<file path="config.mk">
export PLATFORM = sky130hd
export DESIGN_NAME = array_div_seq
export DESIGN_NICKNAME = d
export VERILOG_FILES = /design/src/rtl/array_div_pkg.sv /design/src/rtl/div_iter_lane.sv /design/src/rtl/array_div_seq.sv
export SDC_FILE = /design/constraint.sdc
export NUM_CORES = 2
export LEC_CHECK = 0
export CAP_MARGIN = 20
export CELL_PAD_IN_SITES_DETAIL_PLACEMENT = 1
export CELL_PAD_IN_SITES_GLOBAL_PLACEMENT = 1
export CORE_MARGIN = 1.5
export CORE_UTILIZATION = 30
export DETAILED_ROUTE_END_ITERATION = 10
export HOLD_SLACK_MARGIN = 0.02
export PLACE_DENSITY_LB_ADDON = 0.05
export SLEW_MARGIN = 20
export SYNTH_ARGS = -nofsm -noshare
export SYNTH_HDL_FRONTEND = slang
export SYNTH_SLANG_ARGS = --single-unit
</file>
<file path="constraint.sdc">
create_clock -name clk -period 4.4 [get_ports clk]
set_input_delay 0.88 -clock clk [delete_from_list [all_inputs] [get_ports clk]]
set_output_delay 0.88 -clock clk [all_outputs]
set_load 0.03 [all_outputs]
</file>
<file path="src/rtl/array_div_pkg.sv">
// Shared types and helpers for the sequential array divider.
package array_div_pkg;

  typedef enum logic [1:0] {S_IDLE, S_RUN, S_FIX, S_DONE} div_state_t;

  localparam int DEF_N    = 6;
  localparam int DEF_W    = 36;
  localparam int DEF_FRAC = 16;

  // Largest representable value as a w-bit pattern (w <= 64).
  function automatic logic [63:0] sat_max(input int w, input bit s);
    logic [63:0] r;
    r = '0;
    for (int i = 0; i < 64; i++) begin
      if (i < w - int'(s)) r[i] = 1'b1;
    end
    return r;
  endfunction

  // Smallest representable value as a w-bit pattern: 100..0 when signed, 0 otherwise.
  function automatic logic [63:0] sat_min(input int w, input bit s);
    logic [63:0] r;
    r = '0;
    for (int i = 0; i < 64; i++) begin
      if (s && (i == w - 1)) r[i] = 1'b1;
    end
    return r;
  endfunction

endpackage

</file>
<file path="src/rtl/div_iter_lane.sv">
// One radix-2 restoring divider lane: iteration step, sign fix-up and saturation.
module div_iter_lane
  import array_div_pkg::*;
#(
  parameter int W      = DEF_W,
  parameter int FRAC   = DEF_FRAC,
  parameter bit SIGNED = 1'b1
) (
  input  logic         clk,
  input  logic         reset_n,
  input  logic         load,
  input  logic         step,
  input  logic         fix,
  input  logic         div0,
  input  logic [W-1:0] dividend,
  input  logic         divisor_neg,
  input  logic [W-1:0] divisor_mag,
  output logic [W-1:0] quotient,
  output logic         ovf
);

  localparam int QB = W + FRAC;
  localparam logic [W-1:0]  MAXV    = W'(sat_max(W, SIGNED));
  localparam logic [W-1:0]  MINV    = W'(sat_min(W, SIGNED));
  localparam logic [QB-1:0] MAX_EXT = QB'(MAXV);
  localparam logic [QB-1:0] MIN_EXT = QB'(MINV);

  logic [W-1:0]  rem;
  logic [QB-1:0] acc;
  logic          neg;

  logic          dvd_neg;
  logic [W-1:0]  dvd_mag;
  logic [W:0]    rem_sh;
  logic          ge;
  logic [W-1:0]  diff;
  logic          too_big;
  logic [W-1:0]  fix_q;
  logic          fix_ovf;

  // The W-bit unsigned magnitude of -2^(W-1) is exactly 2^(W-1), so no extra bit is kept.
  assign dvd_neg = SIGNED && dividend[W-1];
  assign dvd_mag = dvd_neg ? (~dividend + 1'b1) : dividend;

  assign rem_sh = {rem, acc[QB-1]};
  assign ge     = rem_sh >= {1'b0, divisor_mag};
  assign diff   = rem_sh[W-1:0] - divisor_mag;

  // acc holds the numerator on load and the quotient magnitude once iteration is over.
  assign too_big = neg ? (acc > MIN_EXT) : (acc > MAX_EXT);

  always_comb begin
    fix_q   = '0;
    fix_ovf = 1'b0;
    if (div0) begin
      if (acc != '0) fix_q = neg ? MINV : MAXV;
    end else if (too_big) begin
      fix_q   = neg ? MINV : MAXV;
      fix_ovf = 1'b1;
    end else begin
      fix_q = neg ? (~acc[W-1:0] + 1'b1) : acc[W-1:0];
    end
  end

  always_ff @(posedge clk or negedge reset_n) begin
    if (!reset_n) begin
      rem      <= '0;
      acc      <= '0;
      neg      <= 1'b0;
      quotient <= '0;
      ovf      <= 1'b0;
    end else if (load) begin
      rem <= '0;
      acc <= {dvd_mag, {FRAC{1'b0}}};
      neg <= dvd_neg ^ divisor_neg;
    end else if (step) begin
      rem <= ge ? diff : rem_sh[W-1:0];
      acc <= {acc[QB-2:0], ge};
    end else if (fix) begin
      quotient <= fix_q;
      ovf      <= fix_ovf;
    end
  end

endmodule

</file>
<file path="src/rtl/array_div_seq.sv">
// N-lane sequential fixed-point divider sharing one divisor, with valid/ready on both sides.
module array_div_seq
  import array_div_pkg::*;
#(
  parameter int N      = DEF_N,
  parameter int W      = DEF_W,
  parameter int FRAC   = DEF_FRAC,
  parameter bit SIGNED = 1'b1
) (
  input  logic                clk,
  input  logic                reset_n,
  input  logic                in_valid,
  output logic                in_ready,
  input  logic [W-1:0]        divisor,
  input  logic [N-1:0][W-1:0] dividends,
  output logic                out_valid,
  input  logic                out_ready,
  output logic [N-1:0][W-1:0] quotients,
  output logic                div0,
  output logic [N-1:0]        ovf
);

  localparam int QB = W + FRAC;
  localparam int CW = (QB > 1) ? $clog2(QB) : 1;

  div_state_t   state;
  logic [CW-1:0] cnt;
  logic [W-1:0] dvs_mag;
  logic         div0_job;

  logic         accept;
  logic         dvs_neg_in;
  logic [W-1:0] dvs_mag_in;
  logic         dvs_zero;

  assign in_ready   = reset_n & ((state == S_IDLE) | ((state == S_DONE) & out_ready));
  assign accept     = in_valid & in_ready;
  assign dvs_neg_in = SIGNED && divisor[W-1];
  assign dvs_mag_in = dvs_neg_in ? (~divisor + 1'b1) : divisor;
  assign dvs_zero   = (divisor == '0);

  // A zero divisor bypasses iteration; the lanes saturate from the dividend sign alone.
  always_ff @(posedge clk or negedge reset_n) begin
    if (!reset_n) begin
      state     <= S_IDLE;
      cnt       <= '0;
      dvs_mag   <= '0;
      div0_job  <= 1'b0;
      div0      <= 1'b0;
      out_valid <= 1'b0;
    end else begin
      case (state)
        S_IDLE: begin
          if (in_valid) state <= dvs_zero ? S_FIX : S_RUN;
        end
        S_RUN: begin
          cnt <= cnt - 1'b1;
          if (cnt == '0) state <= S_FIX;
        end
        S_FIX: begin
          out_valid <= 1'b1;
          div0      <= div0_job;
          state     <= S_DONE;
        end
        S_DONE: begin
          if (out_ready) begin
            out_valid <= 1'b0;
            if (in_valid) state <= dvs_zero ? S_FIX : S_RUN;
            else          state <= S_IDLE;
          end
        end
        default: state <= S_IDLE;
      endcase
      if (accept) begin
        dvs_mag  <= dvs_mag_in;
        div0_job <= dvs_zero;
        cnt      <= CW'(QB - 1);
      end
    end
  end

  for (genvar i = 0; i < N; i++) begin : g_lane
    div_iter_lane #(
      .W      (W),
      .FRAC   (FRAC),
      .SIGNED (SIGNED)
    ) u_lane (
      .clk         (clk),
      .reset_n     (reset_n),
      .load        (accept),
      .step        (state == S_RUN),
      .fix         (state == S_FIX),
      .div0        (div0_job),
      .dividend    (dividends[i]),
      .divisor_neg (dvs_neg_in),
      .divisor_mag (dvs_mag),
      .quotient    (quotients[i]),
      .ovf         (ovf[i])
    );
  end

endmodule

</file>
Yosys cells after proc, flatten, opt, wreduce, memory -nomap -nowiden. Cells that the tools add are included.

Register bits: 803. Input bits: 256. Output and inout port bits: 225. Word-level logic and storage cells: 214.

Add/sub/neg operators: 20. $lt $le $gt $ge: 18. Equal/unequal tests: 6. Multiplexer cells: 95. Bitwise logic cells: 25. Reduce and logical (&&, ||, !) cells: 14.

Operators with widths (number): 2-to-1 mux 36 bit (55); 2-to-1 mux 52 bit (12); adder 36 x 1 -> 36 bit (second input constant) (13); inverter 36 bit (13); greater-than comparator 52 x 35 -> 1 bit (second input constant) (6); greater-than comparator 52 x 36 -> 1 bit (second input constant) (6); nonzero test 52 bit (6); greater-or-equal comparator 37 x 36 -> 1 bit (6); subtractor 36 bit (6); logical NOT 36 bit (1); 2-to-1 mux 1 bit (19); 2-to-1 mux 6 bit (2); 2-to-1 mux 2 bit (5); one-hot mux 2 bit (4 select lines) (1); logical NOT 6 bit (1); inequality test 2 bit (second input constant) (3); AND reduction 3 bit (2); subtractor 6 x 1 -> 6 bit (second input constant) (1); XOR 1 bit (6); == test 2 bit (second input constant) (2); nonzero test 2 bit (2); bitwise AND 1 bit (3); == test 2 x 1 -> 1 bit (second input constant) (1); logical NOT 2 bit (1); other kinds (4) (5).

Depth between registers and ports, before layout.
Word-level depth: 7. Depth in mapped cells: 15. Gate-level depth less buffers: 13.

By module. A second synthesis with hierarchy kept.

Cells, all modules: 6743. Area, all modules: 58523.6 um2.

By module, submodules not included: div_iter_lane (g_lane[0].u_lane ...) (instances 4, cells each 1070, area each 9317.7 um2, seq. area each 3153.0 um2); div_iter_lane (g_lane[5].u_lane) (instances 1, cells each 1072, area each 9320.2 um2, seq. area each 3153.0 um2); div_iter_lane (g_lane[3].u_lane) (instances 1, cells each 1107, area each 9297.7 um2, seq. area each 3153.0 um2); array_div_seq (instances 1, cells each 284, area each 2635.0 um2, seq. area each 1176.1 um2).

Least setup slack after synthesis. OpenSTA, ideal clock, no wires.

Path type: input to register. Start point: in dividends[8] (netlist bit). End point: reg g_lane[0].u_lane.acc[47]. Library setup time: 133 ps. Data arrival time: 3780 ps. Required time: 4267 ps. Slack: 487 ps. Stages on the path: 9. Buffers on the path: 0. Cells stage by stage: or4_1 or4_1 or3_1 or3_1 or3_1 or2_2 o41ai_1 xor2_1 o21ai_0.

Longest elaborated chain between the ends: 4.

Ends and longest elaborated chain: start: declaration (line array_div_seq.sv:15) `input logic [N-1:0][W-1:0] dividends,`; inverter 36 bit (line div_iter_lane.sv:43) `assign dvd_mag = dvd_neg ? (~dividend + 1'b1) : dividend;`; adder 36 x 1 -> 36 bit (line div_iter_lane.sv:43); 2-to-1 mux 36 bit (line div_iter_lane.sv:43); 2-to-1 mux 52 bit (line div_iter_lane.sv:72) `end else if (load) begin`; end signal: assignment (line div_iter_lane.sv:74) `acc <= {dvd_mag, {FRAC{1'b0}}};`; end signal: assignment (line div_iter_lane.sv:78) `acc <= {acc[QB-2:0], ge};`; end: declaration (line div_iter_lane.sv:29) `logic [QB-1:0] acc;`.

Every way passes these cells. A chain may end at the register's enable or synchronous reset.

Worst setup path after layout.
Start point: reg g_lane[5].u_lane.acc[5]. End point: reg g_lane[5].u_lane.quotient[18].

Longest elaborated chain between the ends: 5. Elaborated cells on any way between the ends: 10. Those cells by class: 1 x add/sub; 2 x order compare; 5 x mux; 1 x bitwise; 1 x reduce/logical.

Ends and longest elaborated chain: start: declaration (line div_iter_lane.sv:29); start signal: assignment (line div_iter_lane.sv:74); start signal: assignment (line div_iter_lane.sv:78); inverter 36 bit (line div_iter_lane.sv:61) `fix_q = neg ? (~acc[W-1:0] + 1'b1) : acc[W-1:0];`; adder 36 x 1 -> 36 bit (line div_iter_lane.sv:61); 2-to-1 mux 36 bit (line div_iter_lane.sv:61); 2-to-1 mux 36 bit (line div_iter_lane.sv:57) `end else if (too_big) begin`; 2-to-1 mux 36 bit (*) (line div_iter_lane.sv:55) `if (div0) begin`; end signal: assignment (line div_iter_lane.sv:80) `quotient <= fix_q;`; end: declaration (line div_iter_lane.sv:18) `output logic [W-1:0] quotient,`.

Every way passes the cells marked *; elsewhere a longest branch is shown, timed or not.

==> reports/results.env <==
RUN_STATUS='complete, no violations'
CTS_BUFFER_DEPTH=3
GRT_REMAINING_OVERFLOW=0
CTS_MADE_BUFFERS=103
WORST_SETUP_PATH_END_KIND='register'
GRT_PASS1_VIAS=52100
SYNTH_CELLS=6348
ROUTED_WIRELENGTH_UM=218000
SYNTH_FF_TYPE='sky130_fd_sc_hd__dfrtp_1'
CRITICAL_PATH.REG2REG.ENDPOINT='g_lane[5].u_lane.quotient[18]'
POSTROUTEANTENNANETS=0
WIRE_PER_INST_UM=23.6
MIN-DELAY-PATH-CLASS='reg -> reg'
CHIPHEIGHT_UM=426
WORST_SLEW_PIN_SLEW_PS=1090
YS_WARN_COUNT=0
NETLIST_TOP_CELLS_COUNT='sky130_fd_sc_hd__o21ai_0 (976), sky130_fd_sc_hd__dfrtp_1 (803), sky130_fd_sc_hd__nand2_1 (692)'
DETAILEDPLACEMENTHPWL_UM=160000
WORSTREGTOREGCELLS=11
FINALHOLDVIOLCOUNT=0
SYNTH_EDF_COUNT=0
TIME_THE_WORST_PATH_NEEDS_WITH_I_O_DELAYS_AND_SETUP_PS=4110
INITIAL_ANTENNA_VIOLATION_COUNT=49
YS_TOP_CELLS_BY_AREA='sky130_fd_sc_hd__dfrtp_1 (37%), sky130_fd_sc_hd__o21ai_0 (9.1%), sky130_fd_sc_hd__xor2_1 (6.9%)'
VDD.IR_DROP.WORST_uV=294
BOUNDARYPINS=481
POWER.LEAKAGE_nW=26.4
CTS.ROOT.BUFFER_CELL='sky130_fd_sc_hd__clkbuf_16'
HOLDCRITSTARTPOINT='g_lane[1].u_lane.quotient[35]'
IO_BUFFERS=480
GPL.FINAL_WEIGHTED_CONGESTION=0.875
NETLIST.TOP_CELL.BY_AREA='sky130_fd_sc_hd__dfrtp_1'
CRITICAL_PATH.MAX_FANOUT=21
FINAL_LAYOUT_SIZE_SUFFIX_GT1_SHARE_PCT=7.12
DR.FIRST_ITER.DRC_COUNT=2659
ROUTE.DETAILED.DRC=0
DR_TOTAL_VIAS=50600
HTREE_LEVELS=3
STARTING_DENSITY_PCT=30.2
MAXCAPVIOLCOUNT=0
WORSTSKEWPAIRLATENCY_PS=750
CRITPATHARRIVALTIME_PS=4720
PERIOD_SHARE_PCT=93.4
HOLD_PATH_END='g_lane[1].u_lane.quotient[35]'
POSTSYNTHNETCOUNT=6841
PATH_CLASS='reg -> reg'
POST_SYNTH_NUM_CELL_TYPES=79
CLK_SKEW_PS=35.2
R2R-START='g_lane[5].u_lane.acc[5]'
NUMBER_OF_NETS_IN_THE_LAYOUT=7266
CRITPATHLAUNCHTYPE='register'
POST-SYNTH-TOP-COUNT-CELL='sky130_fd_sc_hd__o21ai_0'
POWER.DENSITY_nW_PER_UM2=350
GRT_PASS1_WL_UM=333000
REPORT.FINAL.SETUP_VIOL=0
DIE_X_UM=426
ACHIEVABLE-FREQUENCY_MHz=243
SETUP_TNS_PS=0
WORST-ENDPOINT-REQUIRED_PS=5010
CORE.ROWCOUNT=155
YS_FF_LATCH=803
AREA_OF_THE_MAPPED_NETLIST_UM2=53800
HOLD-PATH-CELL-COUNT=1
YOSYSSEQAREASHARE_PCT=37.4
TRITONCTS_CLOCK_TREE='yes'
DETAIL_ROUTE.VIAS_PER_CELL=5.48
TOP_CELL_TYPE_S_SHARE_OF_SYNTHESIZED_AREA_PCT=37.4
COREAREA_UM2=178000
CTS.CLK_SLEW.WORST_PATHS_PS=60
SLEW_HEADROOM_PCT=27.0
SLEW_VIOL_FINAL=0
DRT_PASS1_ITERATIONS=7
SYNTH.AVG_CELL_AREA_UM2=8.47
GRTUSAGETOTAL_PCT=23.5
PIN_COUNT_OF_THE_BIGGEST_NET_ENTERING_GLOBAL_ROUTING=145
CTS.SINKS=803
SYNTH-ASYNC-RESET-RATIO_PCT=100
AREA_DELTA_SYNTH_FINAL_PCT=22.3
FINAL_CRITICAL_PATH_SETUP_SLACK_PS=289
RRSETUPSLACK_PS=290
DIE_AREA_UM2=182000
FIN_TOTAL_PWR_W=0.0230
RSZ0062_AT_GRT='false'
PLACE_WS_PS=-405
==> registers in the layout, indices dropped and copies added (netlist names) <==
signal and count:
out_valid 1, g_lane.u_lane.neg 6, state 2, div0_job 1, div0 1, g_lane.u_lane.rem 216
g_lane.u_lane.ovf 6, g_lane.u_lane.acc 312, cnt 6, g_lane.u_lane.quotient 216, dvs_mag 36
==> critical path: stages, from the launching register on <==
cell and delay (ps):
sky130_fd_sc_hd__dfrtp_1 410, sky130_fd_sc_hd__or4_1 590, sky130_fd_sc_hd__nor3_1 370, sky130_fd_sc_hd__nand3_1 260
sky130_fd_sc_hd__or3_1 480, sky130_fd_sc_hd__or4_1 530, sky130_fd_sc_hd__or3_1 460, sky130_fd_sc_hd__nand2_1 160
sky130_fd_sc_hd__a211oi_4 200, sky130_fd_sc_hd__buf_4 280, sky130_fd_sc_hd__a21oi_1 130, sky130_fd_sc_hd__o21ai_0 110
==> where the power goes <==
part,total (W),internal [W],switching (W)
registers,0.00848,0.00788,0.000602
clock network,0.00888,0.00525,0.00362
logic,0.00568,0.00259,0.00309
total,0.0230,0.0157,0.00731
==> layout make-up <==
type	instances	area, um^2
timing repair buffer	727	6920
inverter	139	522
clock inverter	30	387
sequential	803	20100
clock buffer	153	3100
multi-input combinational	4999	31700
tap	2355	2950
antenna	28	70.1
fill	20600	112000
==> layout by cell type (no fill, tap or decap), types with 59 or more instances in the layout <==
cell type	n
sky130_fd_sc_hd__nor4_1	63
sky130_fd_sc_hd__mux2i_1	62
sky130_fd_sc_hd__inv_1	137
sky130_fd_sc_hd__xnor2_1	138
sky130_fd_sc_hd__or3_1	117
sky130_fd_sc_hd__o41ai_1	59
sky130_fd_sc_hd__o31ai_1	157
sky130_fd_sc_hd__a221o_1	77
sky130_fd_sc_hd__a21oi_1	513
sky130_fd_sc_hd__nor2_1	264
sky130_fd_sc_hd__dfrtp_1	803
sky130_fd_sc_hd__nand3_1	194
sky130_fd_sc_hd__o21ai_0	976
sky130_fd_sc_hd__ha_1	231
sky130_fd_sc_hd__nand2_1	691
sky130_fd_sc_hd__or4_1	60
sky130_fd_sc_hd__xor2_1	422
sky130_fd_sc_hd__clkbuf_16	105
sky130_fd_sc_hd__clkdlybuf4s50_1	478
sky130_fd_sc_hd__nor3_1	87
sky130_fd_sc_hd__buf_4	225
sky130_fd_sc_hd__a22oi_1	184
sky130_fd_sc_hd__a21o_1	108
==> layer usage <==
layer  wire length [um]  global-route usage (%)
met5                 85                       0
met4               7500                    9.05
met3               6740                    2.54
met2             103000                    38.8
met1             100000                    31.4
==> what timing repair did <==
action                                  4_1_cts  5_1_grt
buffers inserted                              0        0
resized for setup                             0        1
endpoints found under the setup margin        0        3
hold endpoints to repair                      4        0
hold buffers                                  1        0
==> metrics by stage <==
step | cells | util [%] | area (um^2) | hold slack (ps)
floorplan | 6348 | - | 53800 | 440
global placement | 9021 | 34.9 | 62200 | 465
detailed placement | 9022 | 34.9 | 62200 | 470
CTS | 9206 | 36.8 | 65700 | 483
global route | 9232 | 36.9 | 65700 | 514
finish | 9234 | 36.9 | 65700 | 477
==> cell families after synthesis <==
kind of cell	count (synthesis)	synth area share, %
XOR/XNOR	560	9.12
AND/OR/NAND/NOR	1717	15.2
AO/OA/AOI/OAI	2418	27.5
buffers and inverters	546	3.86
adder cells (fa/ha/maj)	237	5.60
multiplexers	67	1.26
flip-flops	803	37.4
==> how the worst max path moves through the flow <==
stage | end | slack, ps | from | depth (start not counted)
after floorplan | g_lane[0].u_lane.acc[47] | 490 | dividends[8] | 9
after global placement | g_lane[5].u_lane.acc[50] | -380 | dividends[184] | 11
after detailed placement | g_lane[5].u_lane.acc[44] | -400 | dividends[184] | 12
after CTS | g_lane[2].u_lane.rem[31] | 270 | dvs_mag[1] | 13
after global routing | g_lane[5].u_lane.rem[6] | 40 | dvs_mag[10] | 13
final | g_lane[5].u_lane.quotient[18] | 290 | g_lane[5].u_lane.acc[5] | 11
No activity file was read; power rests on OpenSTA's default activity.
